## src/rtl/uart_pwm_pkg.sv

```systemverilog
// Shared types and constants for the UART-to-PWM framing path.
// No logic; the helper turns a clock rate and a millisecond budget into cycles.
// Imported by the framer and the timeout counter.
package uart_pwm_pkg;

  typedef enum logic [1:0] {
    HUNT    = 2'd0,
    PAYLOAD = 2'd1,
    CHECK   = 2'd2
  } state_t;

  localparam logic [7:0] HEADER_DEFAULT = 8'hA5;
  localparam int         CLK_FREQ_HZ    = 27_000_000;

  // Divide first so 27 MHz * 10 ms stays well inside 32-bit range.
  function automatic int timeout_cycles(input int clk_hz, input int timeout_ms);
    return (clk_hz / 1000) * timeout_ms;
  endfunction

endpackage

```

## src/rtl/frame_timeout_ctr.sv

```systemverilog
// Inter-byte watchdog: counts idle cycles while run is high, cleared by kick.
// expired is combinational, high in the cycle the count sits at LIMIT-1 with no kick.
// No backpressure; kick wins over expiry in the same cycle.
module frame_timeout_ctr
#(
  parameter int LIMIT = 270000
)(
  input  logic clk,
  input  logic rst_n,
  input  logic run,
  input  logic kick,
  output logic expired
);

  localparam int             CW   = $clog2(LIMIT);
  localparam logic [CW-1:0]  LAST = CW'(LIMIT - 1);

  logic [CW-1:0] r_cnt;

  // Count idle cycles; hold at LAST so a stalled frame can never wrap back to zero.
  always_ff @(posedge clk) begin
    if (!rst_n || !run || kick) begin
      r_cnt <= '0;
    end else if (r_cnt != LAST) begin
      r_cnt <= r_cnt + CW'(1);
    end
  end

  assign expired = run && !kick && (r_cnt == LAST);

endmodule

```

## src/rtl/uart_frame_to_pwm.sv

```systemverilog
// Frames HEADER,P0..Pn-1,CHK bytes from the UART into a checked PWM word.
// Output word and word_valid/frame_err pulses appear one cycle after the CHK strobe.
// No backpressure: every rx_valid strobe is consumed in its own cycle.
module uart_frame_to_pwm
  import uart_pwm_pkg::*;
#(
  parameter logic [7:0]             HEADER         = HEADER_DEFAULT,
  parameter int                     NUM_BYTES      = 4,
  parameter int                     TIMEOUT_CYCLES = timeout_cycles(CLK_FREQ_HZ, 10),
  parameter logic [8*NUM_BYTES-1:0] RESET_WORD     = '0
)(
  input  logic                   clk,
  input  logic                   rst_n,
  input  logic [7:0]             rx_data,
  input  logic                   rx_valid,
  output logic [8*NUM_BYTES-1:0] bytes_to_pwm_x,
  output logic                   word_valid,
  output logic                   frame_err,
  output logic                   busy
);

  localparam int             W         = 8 * NUM_BYTES;
  localparam int             BCW       = $clog2(NUM_BYTES + 1);
  localparam logic [BCW-1:0] LAST_BYTE = BCW'(NUM_BYTES - 1);

  state_t         r_state;
  logic [W-1:0]   r_shift;
  logic [7:0]     r_chk;
  logic [BCW-1:0] r_bcnt;
  logic [W-1:0]   r_word;
  logic           r_word_valid;
  logic           r_frame_err;

  state_t         w_state_nxt;
  logic [W-1:0]   w_shift_nxt;
  logic [7:0]     w_chk_nxt;
  logic [BCW-1:0] w_bcnt_nxt;
  logic [W-1:0]   w_word_nxt;
  logic           w_word_valid_nxt;
  logic           w_frame_err_nxt;
  logic           w_run;
  logic           w_expired;

  assign w_run = (r_state != HUNT);

  frame_timeout_ctr #(
    .LIMIT (TIMEOUT_CYCLES)
  ) u_timeout (
    .clk     (clk),
    .rst_n   (rst_n),
    .run     (w_run),
    .kick    (rx_valid),
    .expired (w_expired)
  );

  // Next-state and datapath decode; a received byte always takes precedence over expiry.
  always_comb begin
    w_state_nxt      = r_state;
    w_shift_nxt      = r_shift;
    w_chk_nxt        = r_chk;
    w_bcnt_nxt       = r_bcnt;
    w_word_nxt       = r_word;
    w_word_valid_nxt = 1'b0;
    w_frame_err_nxt  = 1'b0;
    case (r_state)
      HUNT: begin
        if (rx_valid && (rx_data == HEADER)) begin
          w_state_nxt = PAYLOAD;
          w_shift_nxt = '0;
          w_chk_nxt   = '0;
          w_bcnt_nxt  = '0;
        end
      end
      PAYLOAD: begin
        if (rx_valid) begin
          // HEADER-valued bytes are plain data here; no resync mid-frame.
          w_shift_nxt = W'({r_shift, rx_data});
          w_chk_nxt   = r_chk ^ rx_data;
          w_bcnt_nxt  = r_bcnt + BCW'(1);
          if (r_bcnt == LAST_BYTE) begin
            w_state_nxt = CHECK;
          end
        end else if (w_expired) begin
          w_state_nxt     = HUNT;
          w_frame_err_nxt = 1'b1;
        end
      end
      CHECK: begin
        if (rx_valid) begin
          if (rx_data == r_chk) begin
            w_word_nxt       = r_shift;
            w_word_valid_nxt = 1'b1;
          end else begin
            w_frame_err_nxt  = 1'b1;
          end
          w_state_nxt = HUNT;
        end else if (w_expired) begin
          w_state_nxt     = HUNT;
          w_frame_err_nxt = 1'b1;
        end
      end
      default: begin
        w_state_nxt = HUNT;
      end
    endcase
  end

  // State and datapath registers; reset drops any partial frame without flagging it.
  always_ff @(posedge clk) begin
    if (!rst_n) begin
      r_state      <= HUNT;
      r_shift      <= '0;
      r_chk        <= '0;
      r_bcnt       <= '0;
      r_word       <= RESET_WORD;
      r_word_valid <= 1'b0;
      r_frame_err  <= 1'b0;
    end else begin
      r_state      <= w_state_nxt;
      r_shift      <= w_shift_nxt;
      r_chk        <= w_chk_nxt;
      r_bcnt       <= w_bcnt_nxt;
      r_word       <= w_word_nxt;
      r_word_valid <= w_word_valid_nxt;
      r_frame_err  <= w_frame_err_nxt;
    end
  end

  assign bytes_to_pwm_x = r_word;
  assign word_valid     = r_word_valid;
  assign frame_err      = r_frame_err;
  assign busy           = w_run;

endmodule

```

## config.mk

```make
export PLATFORM = sky130hd
export DESIGN_NAME = uart_frame_to_pwm
export DESIGN_NICKNAME = d
export VERILOG_FILES = /design/src/rtl/uart_pwm_pkg.sv /design/src/rtl/frame_timeout_ctr.sv /design/src/rtl/uart_frame_to_pwm.sv
export SDC_FILE = /design/constraint.sdc
export NUM_CORES = 1
export LEC_CHECK = 0
export ABC_AREA = 1
export CAP_MARGIN = 20
export CORE_UTILIZATION = 50
export DETAILED_ROUTE_END_ITERATION = 16
export GPL_TIMING_DRIVEN = 0
export PLACE_DENSITY = 0.83
export SETUP_SLACK_MARGIN = 0.05
export SKIP_LAST_GASP = 1
export SLEW_MARGIN = 0
export SYNTH_ARGS = -nofsm -noshare
export SYNTH_HDL_FRONTEND = slang
export SYNTH_SLANG_ARGS = --single-unit
```

## constraint.sdc

```tcl
create_clock -name clk -period 1.5 [get_ports clk]
set_clock_uncertainty 0.05 [all_clocks]
set_input_delay 0.15 -clock clk [delete_from_list [all_inputs] [get_ports clk]]
set_output_delay 0.15 -clock clk [all_outputs]
set_load 0.005 [all_outputs]
```

# --- After elaboration in Yosys (flattened, before gate mapping) ---
# Cells that the tools add are included.
# Widths: inputs -> output; s select.
totals:
  ff_bits: 98
op_classes:
  add_sub_neg: 2
  n_eq_ne: 10
  muxes: 21
  bitwise_logic: 1
  reduce_logical: 15
ops:
  columns: ["cell", "n"]
  rows:
  - ["$mux 32", 2]
  - ["$pmux 32 s2", 1]
  - ["$add 19x1->19 const B", 1]
  - ["$eq 19x19->1 const B", 1]
  - ["$ne 19x19->1 const B", 1]
  - ["$mux 8", 2]
  - ["$pmux 8 s2", 1]
  - ["$mux 2", 5]
  - ["$reduce_and 3->1", 3]
  - ["$eq 8x8->1", 1]
  - ["$eq 8x8->1 const B", 1]
  - ["$xor 8x8->8", 1]
  - ["$mux 3", 2]
  - ["$pmux 2 s3", 1]
  - ["$pmux 3 s2", 1]
  - ["$mux 1", 5]
  - ["$ne 2x2->1 const B", 2]
  - ["$reduce_bool 2->1", 2]
  - ["$add 3x1->3 const B", 1]
  - ["$eq 3x2->1 const B", 1]
  - ["$logic_and 1x1->1", 3]
  - ["$logic_not 1->1", 3]
  - ["$ne 3x3->1 const B", 1]
  - ["$eq 2x1->1 const B", 1]
  - ["5 further kinds", 6]

# --- Depth between registers and ports, before layout ---
logic_depth:
  ltp_word: 6
  depth_mapped: 10
  ltp_nobuf: 10

# --- Modules after synthesis ---
# Synthesis repeated with hierarchy kept, for this count alone.
unflattened:
  hier_cells: 790
  hier_area_um2: 4968.5
by_module_without_submodules:
  columns: ["mod", "instances", "cells_per_inst", "area_each_um2", "seq_area_each_um2"]
  rows:
  - ["uart_frame_to_pwm", 1, 625, 3853.7, 1581.5]
  - ["frame_timeout_ctr", 1, 165, 1114.8, 380.4]

# --- Worst setup path before layout ---
# OpenSTA, ideal clock, no wires.
synth_path:
  path_kind: "register to register"
  from: "register r_state[0]"
  to: "register r_shift[18]"
  setup_time_ns: 0.070
  arrival_ns: 1.445
  t_required_ns: 1.380
  setup_slack_ns: -0.066
  stages_incl_launch_ff: 10
  path_buffers: 2
  period_less_slack_ns: 1.566
  cell_sequence: "dfxtp_1 > inv_1 > ha_1 > inv_1 > o21ai_1 > nand2_2 > buf_2 > buf_2 > nand2_1 > a21oi_1"
synth_between:
  elab_chain_len: 3
  word_cells_on_any_way: 7
  cone_classes: "eq/ne (3); mux (1); reduce/logical (3)"
synth_rtl:
  columns: ["item", "line_no", "rtl"]
  rows:
  - ["from (decl)", "uart_frame_to_pwm.sv:26", "state_t r_state;"]
  - ["from (signal assigned)", "uart_frame_to_pwm.sv:119", "r_state <= w_state_nxt;"]
  - ["$eq 2x1->1 or $logic_not 2->1 (tied branches)", "uart_frame_to_pwm.sv:65", "case (r_state)"]
  - ["$ne 2x2->1 (no line) or $reduce_bool 2->1 (tied branches)", null, null]
  - ["$reduce_and 3->1 (no line)", null, null]
  - ["to (signal assigned)", "uart_frame_to_pwm.sv:120", "r_shift <= w_shift_nxt;"]
  - ["to (decl)", "uart_frame_to_pwm.sv:27", "logic [W-1:0] r_shift;"]
# Parallel ways exist; a longest one is shown, timed or not.
# A chain may end at the register's enable or synchronous reset.

# --- Worst setup path after layout ---
layout_path:
  from: "input port rx_data[6]"
  to: "register r_word[31] (netlist: bytes_to_pwm_x[31])"
layout_between:
  elab_chain_len: 2
layout_rtl:
  columns: ["item", "line_no", "rtl"]
  rows:
  - ["from (decl)", "uart_frame_to_pwm.sv:14", "input logic [7:0] rx_data,"]
  - ["$eq 8x8->1", "uart_frame_to_pwm.sv:90", "if (rx_data == r_chk) begin"]
  - ["$reduce_and 3->1 (no line)", null, null]
  - ["to (signal assigned)", "uart_frame_to_pwm.sv:123", "r_word <= w_word_nxt;"]
  - ["to (decl)", "uart_frame_to_pwm.sv:30", "logic [W-1:0] r_word;"]
# No other way between the ends.

==> results_tabular.tex <==
\begin{tabular}{lr}
\hline
Metric & Value \\
\hline
\multicolumn{2}{l}{\textbf{Floorplanning}} \\
\quad Top-level I/O count & 46 \\
\quad Die X-Extent & roughly 93 um \\
\quad Chip height & approximately 93 um \\
\quad Initial Utilization & between 50\% and 60\% \\
\quad Full die area & just under 9000 um\^{}2 \\
\quad Std cell rows & 32 \\
\quad Core area & roughly 7900 um\^{}2 \\
\multicolumn{2}{l}{\textbf{Clocking}} \\
\quad Sinks on Clock Net & just under 100 \\
\quad H-tree Lvls & 3 \\
\quad Cts bufs inserted & 9 \\
\quad CTS Hold Buffers Added & 0 \\
\quad Worst-skew pair later-pin latency & 380 ps \\
\quad Library cell used as clock root buffer & clkbuf\_8 \\
\quad CTS max path bufs & 2 \\
\quad Clock-pin slew on the worst setup and hold paths & $\sim$100 ps \\
\quad Clock tree from TritonCTS & built \\
\multicolumn{2}{l}{\textbf{Drt}} \\
\quad Post-detailed-route count of antenna-violating nets & 0 \\
\quad Count of vias placed by the detailed router & 4452 \\
\quad Final WL & 14.3 mm \\
\quad Drt wl/cell & 19.4 um \\
\quad Vias per inst & between 6 and 7 \\
\quad Number of iterations in the first detailed-routing pass & 6 \\
\quad Number of DRC markers in iteration 0 & 420 \\
\quad DRC errors left & 0 \\
\multicolumn{2}{l}{\textbf{Timing}} \\
\quad Number of hold violations in the final report & 0 \\
\quad Share of the cycle needed by the critical path after routing & 121\% \\
\quad Unrepaired setup endpoints after global routing & yes \\
\quad Setup violation total in the final timing report & 94 \\
\quad Summed negative setup slack over all endpoints & -13930 ps \\
\quad Final min period & $\sim$1800 ps \\
\quad Number of max-slew violations in the final report & 0 \\
\quad Transition time at the pin with the least slew margin & about 780 ps \\
\quad Maximum clock frequency & $\sim$0.55 GHz \\
\quad Normalized max-slew margin & about 48\% \\
\quad Minimum hold slack & slightly below 80 ps \\
\quad Least setup slack across all paths after layout & -308 ps \\
\multicolumn{2}{l}{\textbf{Cells and area}} \\
\quad Post-route cell area & about 6300 um\^{}2 \\
\quad Area of all sequential standard cells & 2000 um\^{}2 \\
\quad Total number of nets in the final design & 647 \\
\quad Antenna fix cells & 0 \\
\quad Synthesis-to-finish area growth & 50.7\% \\
\quad Share of layout cells above drive strength 1 & between 40\% and 50\% \\
\quad Multi-input gate area in the final layout & 2600 um\^{}2 \\
\quad Util after Layout & 79.7\% \\
\quad Number of non-filler instances in the completed layout & approximately 740 \\
\quad Number of filler cells placed in the layout & $\sim$410 \\
\multicolumn{2}{l}{\textbf{Outcome}} \\
\quad Status & complete, but fails checks \\
\quad Failing checks & setup timing \\
\multicolumn{2}{l}{\textbf{Place}} \\
\quad Placed wire-length estimate after detailed placement & between 6 and 7 mm \\
\quad I/O Buffers & 45 \\
\quad Cell total after placement & 670 \\
\quad Final weighted congestion in routability-driven placement & just under 0.9 \\
\quad Area of placed instances & between 4000 and 5000 um\^{}2 \\
\multicolumn{2}{l}{\textbf{GRT}} \\
\quad First-pass GRT wire length & $\sim$18 mm \\
\quad Antenna violations before repair & 0 \\
\quad Maximum number of pins on one net before global-route repair & 18 \\
\quad GRT overflow & 0 \\
\quad Vias in the first global route & 3809 \\
\quad Global Route Usage Sum & about a quarter \\
\multicolumn{2}{l}{\textbf{Power}} \\
\quad Total power density per cell area & about 860 nW/um\^{}2 \\
\quad P\_leak & between 2 and 2.5 nW \\
\quad Peak VDD IR & between 0.5 and 0.6 mV \\
\multicolumn{2}{l}{\textbf{Logic synthesis}} \\
\quad Register bit total from synthesis & 98 \\
\quad Total nets after synthesis & around 540 \\
\quad Total standard cell area after synthesis & approximately 4200 um\^{}2 \\
\quad Post-synthesis sequential area ratio & 47.0\% \\
\quad Cells after Synth & 523 \\
\quad Unique cell type count in the Yosys netlist & 32 \\
\quad Yosys warning total & 0 \\
\quad Syn avg cell area & between 7 and 8 um\^{}2 \\
\multicolumn{2}{l}{\textbf{Worst setup path}} \\
\quad Data arrival time of the critical path & between 2000 and 2500 ps \\
\quad Reg2reg setup slack & -300 ps \\
\quad Maximum fanout count along the critical path & 7 \\
\quad Data required time at the worst endpoint & $\sim$1700 ps \\
\quad Crit. End Element & flip-flop \\
\quad CP Class & in -> reg \\
\quad Launching element type of the critical path & input pin \\
\multicolumn{2}{l}{\textbf{Min path}} \\
\quad Worst min path class & in -> reg \\
\multicolumn{2}{l}{\textbf{Flow run}} \\
\quad Max-cap viol count & 0 \\
\hline
\end{tabular}
[state kept, by name (all words and copies together) (netlist names)]
name and flops:
r_shift 32, word_valid 1, bytes_to_pwm_x 32, r_chk 8, frame_err 1, r_bcnt 3
r_state 2, u_timeout.r_cnt 19
[repair_timing]
action | in CTS | in global routing
gates cloned | 7 | 4
buffers inserted | 24 | 19
resized for setup | 84 | 176
endpoints found under the setup margin | 94 | 116
pin swaps | 23 | 39
[layer usage]
metal / wire, um / track usage, %
met5: 0 / 0
met4: 602 / 10.9
met3: 1180 / 4.07
met2: 6760 / 42.2
met1: 5720 / 33.9
[final timing paths]
kind | start | to | cells past startpoint
min reg2reg | bytes_to_pwm_x[26] | bytes_to_pwm_x[26] | 2
max | rx_data[6] | bytes_to_pwm_x[31] | 8
max reg2reg | r_chk[6] | bytes_to_pwm_x[31] | 7
min | rx_data[0] | r_shift[0] | 3
[final cells by class]
type / count / share of cell area, %
Buffer: 24 / 3.60
Clock buffer: 9 / 1.97
Clock inverter: 6 / 0.796
Inverter: 31 / 2.21
Multi-Input combinational cell: 366 / 41.4
Sequential cell: 98 / 31.9
Tap cell: 102 / 2.03
Timing Repair Buffer: 99 / 16.1
[Yosys cell counts, drive strengths merged]
library cell	instances	share of area (%)
nor3	6	1.1
xor2	8	1.7
nand4	6	1.2
dfxtp	98	47
buf	16	2.9
o31ai	2	0.36
o211a	5	1.2
a21oi	53	6.4
nand3	53	8.9
and3	1	0.15
nor2	96	8.9
o21a	1	0.18
inv	31	2.8
nand3b	2	0.36
o21ai	47	5.7
nand2	71	6.5
ha	7	2.1
clkbuf	12	1.1
xnor2	5	1.1
or2	3	0.45
[critical path: stages]
cell,delay [ps]
clkdlybuf4s50_1,520
xnor2_1,290
nand3_1,170
nor2_4,170
nand3_4,200
buf_4,210
o21ai_0,230
nor2_1,70
[report_power, final]
group	internal [mW]	switching, mW	leakage [nW]	total [mW]
registers	2.64	0.0290	0.805	2.66
logic	0.467	0.640	1.40	1.11
clock network	0.611	1.00	0.0759	1.61
[stage by stage]
step,setup slack [ps],power [mW]
floorplan,52.8,3.19
CTS,-109,5.05
global route,-336,5.55
finish,-308,5.38
detailed placement,-477,3.35
global placement,-449,3.33
[cell families after synthesis]
logic type / after synthesis / share of synthesized area (%)
xor+xnor: 13 / 2.73
compound gates: 108 / 13.8
fa+ha+maj: 7 / 2.10
simple gates: 238 / 27.5
buf+inv: 59 / 6.81
flops: 98 / 47.0
[placed cells by master, fill, tap and decap left out, types with 17 or more instances in the layout]
master           instances
nand2_1                 65
buf_6                   18
buf_4                   34
inv_1                   22
dfxtp_1                 70
clkdlybuf4s50_1         37
a21oi_2                 43
dfxtp_2                 25
nor2_1                  64
nand3_2                 31
o21ai_1                 31
nor2_2                  17
Power figures use the tool's default switching activity.
